[config.mk]
export PLATFORM = sky130hd
export DESIGN_NAME = lfsr_rng
export DESIGN_NICKNAME = d
export VERILOG_FILES = /design/src/rtl/lfsr_rng.sv
export SDC_FILE = /design/constraint.sdc
export NUM_CORES = 1
export LEC_CHECK = 0
export ABC_AREA = 0
export ABC_CLOCK_PERIOD_IN_PS = 3370
export CORE_ASPECT_RATIO = 0.9
export CORE_MARGIN = 2
export CORE_UTILIZATION = 51
export CTS_CLUSTER_DIAMETER = 80
export DETAILED_ROUTE_END_ITERATION = 6
export PLACE_DENSITY = 0.85
export SLEW_MARGIN = 20
export SYNTH_ARGS = -nofsm -noshare
export SYNTH_HDL_FRONTEND = slang
export SYNTH_SLANG_ARGS = --single-unit
[constraint.sdc]
create_clock -name clk -period 3.37 [get_ports clk]
set_clock_uncertainty 0.1 [all_clocks]
set_input_delay 0.5055 -clock clk [delete_from_list [all_inputs] [get_ports clk]]
set_output_delay 0.5055 -clock clk [all_outputs]
set_load 0.01 [all_outputs]
[src/rtl/lfsr_rng.sv]
// Fibonacci LFSR random source with seed load, lock-up recovery,
// rejection-sampled range limiting and a valid/ready sample port.
module lfsr_rng #(
  parameter int unsigned        WIDTH = 8,
  parameter logic [WIDTH-1:0]   TAPS  = 8'b0001_1101
) (
  input  logic             clk,
  input  logic             rst,
  input  logic             en,
  input  logic             load,
  input  logic [WIDTH-1:0] seed,
  input  logic [WIDTH-1:0] limit,
  input  logic             rnd_ready,
  output logic             rnd_valid,
  output logic [WIDTH-1:0] rnd_data,
  output logic [WIDTH-1:0] lfsr_q,
  output logic             wrap,
  output logic [15:0]      reject_cnt
);

  typedef enum logic {
    S_SEARCH = 1'b0,
    S_VALID  = 1'b1
  } state_t;

  state_t           r_state;
  state_t           w_state_nxt;
  logic [WIDTH-1:0] r_lfsr;
  logic [WIDTH-1:0] r_data;
  logic             r_wrap;
  logic [15:0]      r_rej;

  logic             w_step;
  logic             w_fb;
  logic [WIDTH-1:0] w_lfsr_step;
  logic [WIDTH-1:0] w_lfsr_nxt;
  logic             w_accept;
  logic             w_capture;
  logic             w_reject;

  assign w_step = en & ~load;
  assign w_fb   = ~^(r_lfsr & TAPS);

  // XNOR feedback never leaves all-ones on its own, so force it out to zero.
  assign w_lfsr_step = (r_lfsr == '1) ? '0 : {w_fb, r_lfsr[WIDTH-1:1]};

  always_comb begin
    w_lfsr_nxt = r_lfsr;
    if (load) begin
      w_lfsr_nxt = (seed == '1) ? '0 : seed;
    end else if (en) begin
      w_lfsr_nxt = w_lfsr_step;
    end
  end

  assign w_accept = (limit == '0) || (r_lfsr < limit);

  always_comb begin
    w_state_nxt = r_state;
    w_capture   = 1'b0;
    w_reject    = 1'b0;
    if (load) begin
      w_state_nxt = S_SEARCH;
    end else begin
      unique case (r_state)
        S_SEARCH: begin
          if (w_step) begin
            if (w_accept) begin
              w_capture   = 1'b1;
              w_state_nxt = S_VALID;
            end else begin
              w_reject = 1'b1;
            end
          end
        end
        S_VALID: begin
          // With the consumer stalled, candidates pass by unseen and uncounted.
          if (rnd_ready) begin
            if (w_step && w_accept) begin
              w_capture = 1'b1;
            end else begin
              w_state_nxt = S_SEARCH;
              w_reject    = w_step;
            end
          end
        end
        default: w_state_nxt = S_SEARCH;
      endcase
    end
  end

  always_ff @(posedge clk) begin
    if (rst) begin
      r_state <= S_SEARCH;
      r_lfsr  <= '0;
      r_data  <= '0;
      r_wrap  <= 1'b0;
      r_rej   <= '0;
    end else begin
      r_state <= w_state_nxt;
      r_lfsr  <= w_lfsr_nxt;
      r_wrap  <= w_step && (w_lfsr_step == '0);
      if (load) begin
        r_data <= '0;
      end else if (w_capture) begin
        r_data <= r_lfsr;
      end
      if (load) begin
        r_rej <= '0;
      end else if (w_reject && (r_rej != '1)) begin
        r_rej <= r_rej + 16'd1;
      end
    end
  end

  assign rnd_valid  = (r_state == S_VALID);
  assign rnd_data   = r_data;
  assign lfsr_q     = r_lfsr;
  assign wrap       = r_wrap;
  assign reject_cnt = r_rej;

endmodule

==> impl_metrics.toml, run 1 <==
[synth]
synth_ff_type = "dfxtp_1"
synth-edff-count = 0
syn_area_sq_um = 1870
async_reset_ff_share_pct = 0
syn_avg_cell_area_sq_um = 8.30
synth_top_area_share_pct = 36.4
seq_area_frac_synth_pct = 36.4
ys_ff_latch = 34
ys.warnings.count = 0
yosys-top-cells-area = "dfxtp_1, a21oi_1, ha_1"
synth_cell_types = 38
synth_area_leader_cell = "dfxtp_1"
synth_nets = 255
syn_inst = 225

[timing]
final-max-slew-violation-count = 0
hold_viol = 0
fin_hold_ws_ns = 0.380
max_freq_mhz = 390
rsz0062_at_grt = "false"
worst_pin_slew_ns = 0.640
final.period_utilization_pct = 76.2
tns_ns = 0
fin_ws_ns = 0.803
slew_headroom_pct = 57.2
setup_viol = 0
min_period_ns = 2.57

[finish]
num-fill-cells = 279
finalNonFillerCells = 319
post-route-cell-area_sq_um = 2510
layout-drive-gt1-share_pct = 5.82
synthToLayoutAreaGrowth_pct = 34.4
ff_latch_area_sq_um = 681
multi_input_area_sq_um = 1070
n_antenna_cell = 0
final_core_util_pct = 72.7
fin_nets = 304

[die]
dieArea_sq_um = 4160
start_util_pct = 54.1
die_x_microns = 67.8
fp-row-count = 20
die_h_microns = 61.4
ios = 55
core_sq_um = 3450

[place]
place_ws_ns = 0.505
io_buffers = 54
place_congestion = 0.827
dp_hpwl_microns = 3400
placed_cells = 311
place_area_sq_um = 2400

[global_routing]
grt_max_degree = 31
grt_pass1_vias = 1738
antenna_found_initial = 0
grt_overflow_total = 0
grt_pass1_wl_microns = 7920
grt_use_total_pct = 25.3

[power_and_ir_drop]
irDropWorstVdd_mv = 0.353
power_leakage_nw = 0.880
p_total_mw = 0.932
powerDensity_nw_per_um2 = 371

[worst_setup_path]
crit_family = "buffers and inverters"
critPathMaxFanout = 30
cp.required_ns = 3.49
end_kind = "flip-flop"
cp_slowest_cell = "clkdlybuf4s50_1"
slowest_delay_ns = 0.48
start_kind = "input port"
cp_num_buf_inv = 4
critical_path_class = "input port to flip-flop"
path_cells = "clkdlybuf4s50_1 > inv_1 > ha_1 > nand4_1 > a21oi_1 > a32oi_2 > buf_4 > buf_4 > or3_1 > a21oi_1"
crit_arrival_ns = 2.69

[hold_path]
hp-class = "flip-flop to flip-flop"

[drt]
post_drt_wl_per_cell_microns = 15.0
routed_wl_microns = 4780
first_iter_violations = 219
viasPerCell = 6.23
route.vias.total = 1986
drc = 0
ant_nets = 0
dr.pass1.iters = 7

[outcome]
status = "completed"

[cts]
clockBufferDepth = 2
cts_resized = 0
clock_sinks = 34
htree_levels = 2
hold_buffers = 0
cts_tree = "done"
clk_latency_ns = 0.29
path_clk_slew_ns = 0.07
numCtsBuffers = 5
cts_root_buffer = "clkbuf_8"
post_cts_buffers = 0

[flow_run]
drv_cap = 0
==> final cells by class <==
class	instances	area share, %
tap	44	2.19
clock inverter	3	1.59
inverter	9	1.35
sequential	34	27.1
clock buffer	5	2.74
multi-input combinational	167	42.6
timing repair buffer	57	22.4
==> logic make-up (layout without fill, tap and decap cells) <==
logic type	after synthesis	in the layout	synth area share [%]
compound gates	65	65	23.0
fa+ha+maj	9	9	6.03
buf+inv	24	74	6.30
xor+xnor	2	2	0.938
flops	34	34	36.4
simple gates	91	91	27.3
==> worst min-delay path: stages, from the launching register on <==
cell and delay, ns:
dfxtp_1 0.31, o21ai_0 0.06, a21oi_1 0.06
==> layout by cell type, fill, tap and decap left out, types with 10 or more instances in the layout <==
| cell type | n |
|---|---|
| nand4_1 | 10 |
| a21oi_1 | 26 |
| nand2_1 | 10 |
| clkdlybuf4s50_1 | 54 |
| or4_1 | 11 |
| dfxtp_1 | 34 |
| nor2_1 | 16 |
| o21ai_0 | 10 |
| nand3_1 | 18 |
==> layer usage <==
layer / GRT usage (%) / up-vias / share of wire [%]
met3: 4.94 / 9 / 7.0
met4: 9.43 / 0 / 1.9
met2: 40.1 / 84 / 46
met5: 0 / - / 0
li1: - / 973 / -
met1: 34.7 / 920 / 45
==> power by group <==
group | internal, mW | switching (mW) | leakage, nW
clock network | 0.218 | 0.153 | 0.0579
registers | 0.409 | 0.0151 | 0.276
logic | 0.0648 | 0.0725 | 0.546
==> state kept, by name, summed over array words and instances (netlist names) <==
signal      cells
lfsr_q          8
reject_cnt     16
rnd_data        8
rnd_valid       1
wrap            1
==> cell usage after synthesis, drive strengths merged, types with 6 or more instances <==
library cell  instances
o21ai                13
inv                   9
ha                    9
a21oi                26
dfxtp                34
o31ai                 9
nor2                 16
a222oi                8
or4                  11
buf                   9
clkbuf                6
nand2                10
nand4                11
nand3                18
==> worst paths after layout <==
path / startpoint / end / slack, ns / cells after the start
max: limit[7] / reject_cnt[2] / 0.80 / 10
min: rnd_data[7] / rnd_data[7] / 0.38 / 2
max reg2reg: reject_cnt[0] / reject_cnt[8] / 1.04 / 6
min reg2reg: rnd_data[7] / rnd_data[7] / 0.38 / 2
Power figures use the tool's default switching activity.
==> run 2: changes to the inputs <==
- ABC_CLOCK_PERIOD_IN_PS: 3370 -> 2600
- CORE_UTILIZATION: 51 -> 47
- PLACE_DENSITY: 0.85 -> 0.8
- clock period: 3.37 -> 2.6 ns (I/O delays scaled with it)
==> run 2 against run 1 <==
  * Worst hold slack got worse by 0.0058 ns
  * Via count rose by 2.8%
  * Total power rose by 24%
  * Wire length rose by 10%
  * Register-to-register slack got worse by 0.74 ns
  * Largest cell class unchanged
  * Sequential share of layout area fell by 1.1 points
  * First-iteration DRC count fell by 6.4%
  * Sequential cell count did not move
  * Final area rose by 4.2%
  * Count of clock-buffer cells in the layout rose by 1
  * Critical endpoint is now reject_cnt[12]
  * Clock power rose by 6.2%
  * Critical path type unchanged
==> impl_metrics.toml, run 2 (synthesized netlist as in run 1, its figures left out) <==
[outcome]
status = "completed"

[hold_path]
hp-class = "flip-flop to flip-flop"
hold_depth = 2
min-delay-start = "rnd_data[5]"
hold_end = "rnd_data[5]"

[drt]
routed_wl_microns = 5270
ant_nets = 0
route.vias.total = 2041
first_iter_violations = 205
viasPerCell = 6.07
post_drt_wl_per_cell_microns = 15.7
dr.pass1.iters = 4
drc = 0

[timing]
rsz0062_at_grt = "false"
slew_headroom_pct = 55.5
setup_viol = 0
final-max-slew-violation-count = 0
worst_pin_slew_ns = 0.667
hold_viol = 0
max_freq_mhz = 419
tns_ns = 0
final.period_utilization_pct = 91.9
min_period_ns = 2.39
fin_hold_ws_ns = 0.375

[global_routing]
grt_overflow_total = 0
gr-max-usage-layer = "met2"
grt_max_degree = 33
grt_use_total_pct = 24.0
grt_pass1_wl_microns = 8760
grtUsageMet1_pct = 34.0
use_met2_pct = 36.8
use_met3_pct = 3.79
grt_pass1_vias = 1894
antenna_found_initial = 0

[place]
dp_hpwl_microns = 3700
place_congestion = 0.886
io_buffers = 54
place_area_sq_um = 2530

[worst_setup_path]
end_kind = "flip-flop"
rr_startpoint = "reject_cnt[0]"
start_kind = "input port"
reg2reg_to = "reject_cnt[0]"
ff2ff_path_depth = 7
rrSetupSlack_ns = 0.30
cp.required_ns = 2.72
critPathMaxFanout = 32
crit_arrival_ns = 2.50
critical_path_class = "input port to flip-flop"

[die]
ios = 55
dieArea_sq_um = 4500
core_sq_um = 3760
start_util_pct = 49.7
fp-row-count = 21
die_x_microns = 70.5
die_h_microns = 63.8

[cts]
cts_resized = 0
cts_root_buffer = "clkbuf_8"
numCtsBuffers = 5
post_cts_buffers = 0
clockBufferDepth = 2
cts_tree = "done"
htree_levels = 2
hold_buffers = 0
clk_latency_ns = 0.29
path_clk_slew_ns = 0.07
clock_sinks = 34

[finish]
final_common_cell = "clkdlybuf4s50_1"
largest_register_ff_count = 16
post-route-cell-area_sq_um = 2620
fin_nets = 319
most-common-layout-cells = "clkdlybuf4s50_1, dfxtp_1, a21oi_1, nand3_1, buf_4"
ff_latch_area_sq_um = 681
multi_input_area_sq_um = 1070
synthToLayoutAreaGrowth_pct = 40.1
num-fill-cells = 322
layout-drive-gt1-share_pct = 10.3
n_antenna_cell = 0

[power_and_ir_drop]
irDropWorstVdd_mv = 0.282
power_leakage_nw = 0.945
p_total_mw = 1.16
powerDensity_nw_per_um2 = 442

[flow_run]
drv_cap = 0
==> run 2: cell count changes in the layout (fill, tap and decap cells not counted), sizes merged <==
| cell | previous run | this run |
|---|---|---|
| buf | 3 | 18 |
| bufinv | 1 | 0 |
| clkbuf | 5 | 6 |
==> run 2: worst max-delay path by stage <==
stage,endpoint,cells after the start,start,slack (ns)
6_report,reject_cnt[12],9,limit[5],0.21
5_1_grt,reject_cnt[10],9,limit[5],0.08
3_3_place_gp,reject_cnt[7],9,limit[7],-0.03
4_1_cts,reject_cnt[12],9,limit[5],0.22
2_1_floorplan,reject_cnt[11],8,limit[7],0.53
3_5_place_dp,reject_cnt[9],9,limit[5],-0.08
==> run 2: stage by stage <==
stage | instances | setup slack, ns | utilization [%]
floorplan | 225 | 0.531 | -
global placement | 328 | -0.0325 | 67.3
detailed placement | 328 | -0.0817 | 67.3
CTS | 336 | 0.215 | 69.6
global route | 336 | 0.0758 | 69.6
finish | 336 | 0.211 | 69.6
==> run 2: area by class of cell <==
class                           instances  share of cell area [%]
Inverter                                9                    1.29
Clock buffer                            6                    2.77
Sequential cell                        34                    26.0
Timing Repair Buffer                   72                    26.3
Clock inverter                          2                   0.526
Multi-Input combinational cell        167                    40.9
Tap cell                               46                    2.20
==> run 2: critical path, cell delays in order <==
cell             delay [ns]
clkdlybuf4s50_1        0.49
inv_1                  0.05
ha_1                   0.29
nand4_1                0.09
a21oi_1                0.20
a32oi_2                0.16
buf_12                 0.19
or4_1                  0.50
a21oi_1                0.14
==> run 2: report_power, final <==
part	total [mW]	internal [mW]	leakage [nW]	switching (mW)
clock	0.393	0.189	0.0452	0.204
sequential	0.540	0.530	0.276	0.0100
combinational	0.223	0.109	0.625	0.114
total	1.16	0.829	0.945	0.328
==> run 2: per-layer routing <==
| layer | wire [microns] | part of all wire [%] |
|---|---|---|
| met5 | 0 | 0 |
| met4 | 101 | 1.9 |
| met3 | 260 | 4.9 |
| met2 | 2390 | 45 |
| met1 | 2520 | 48 |
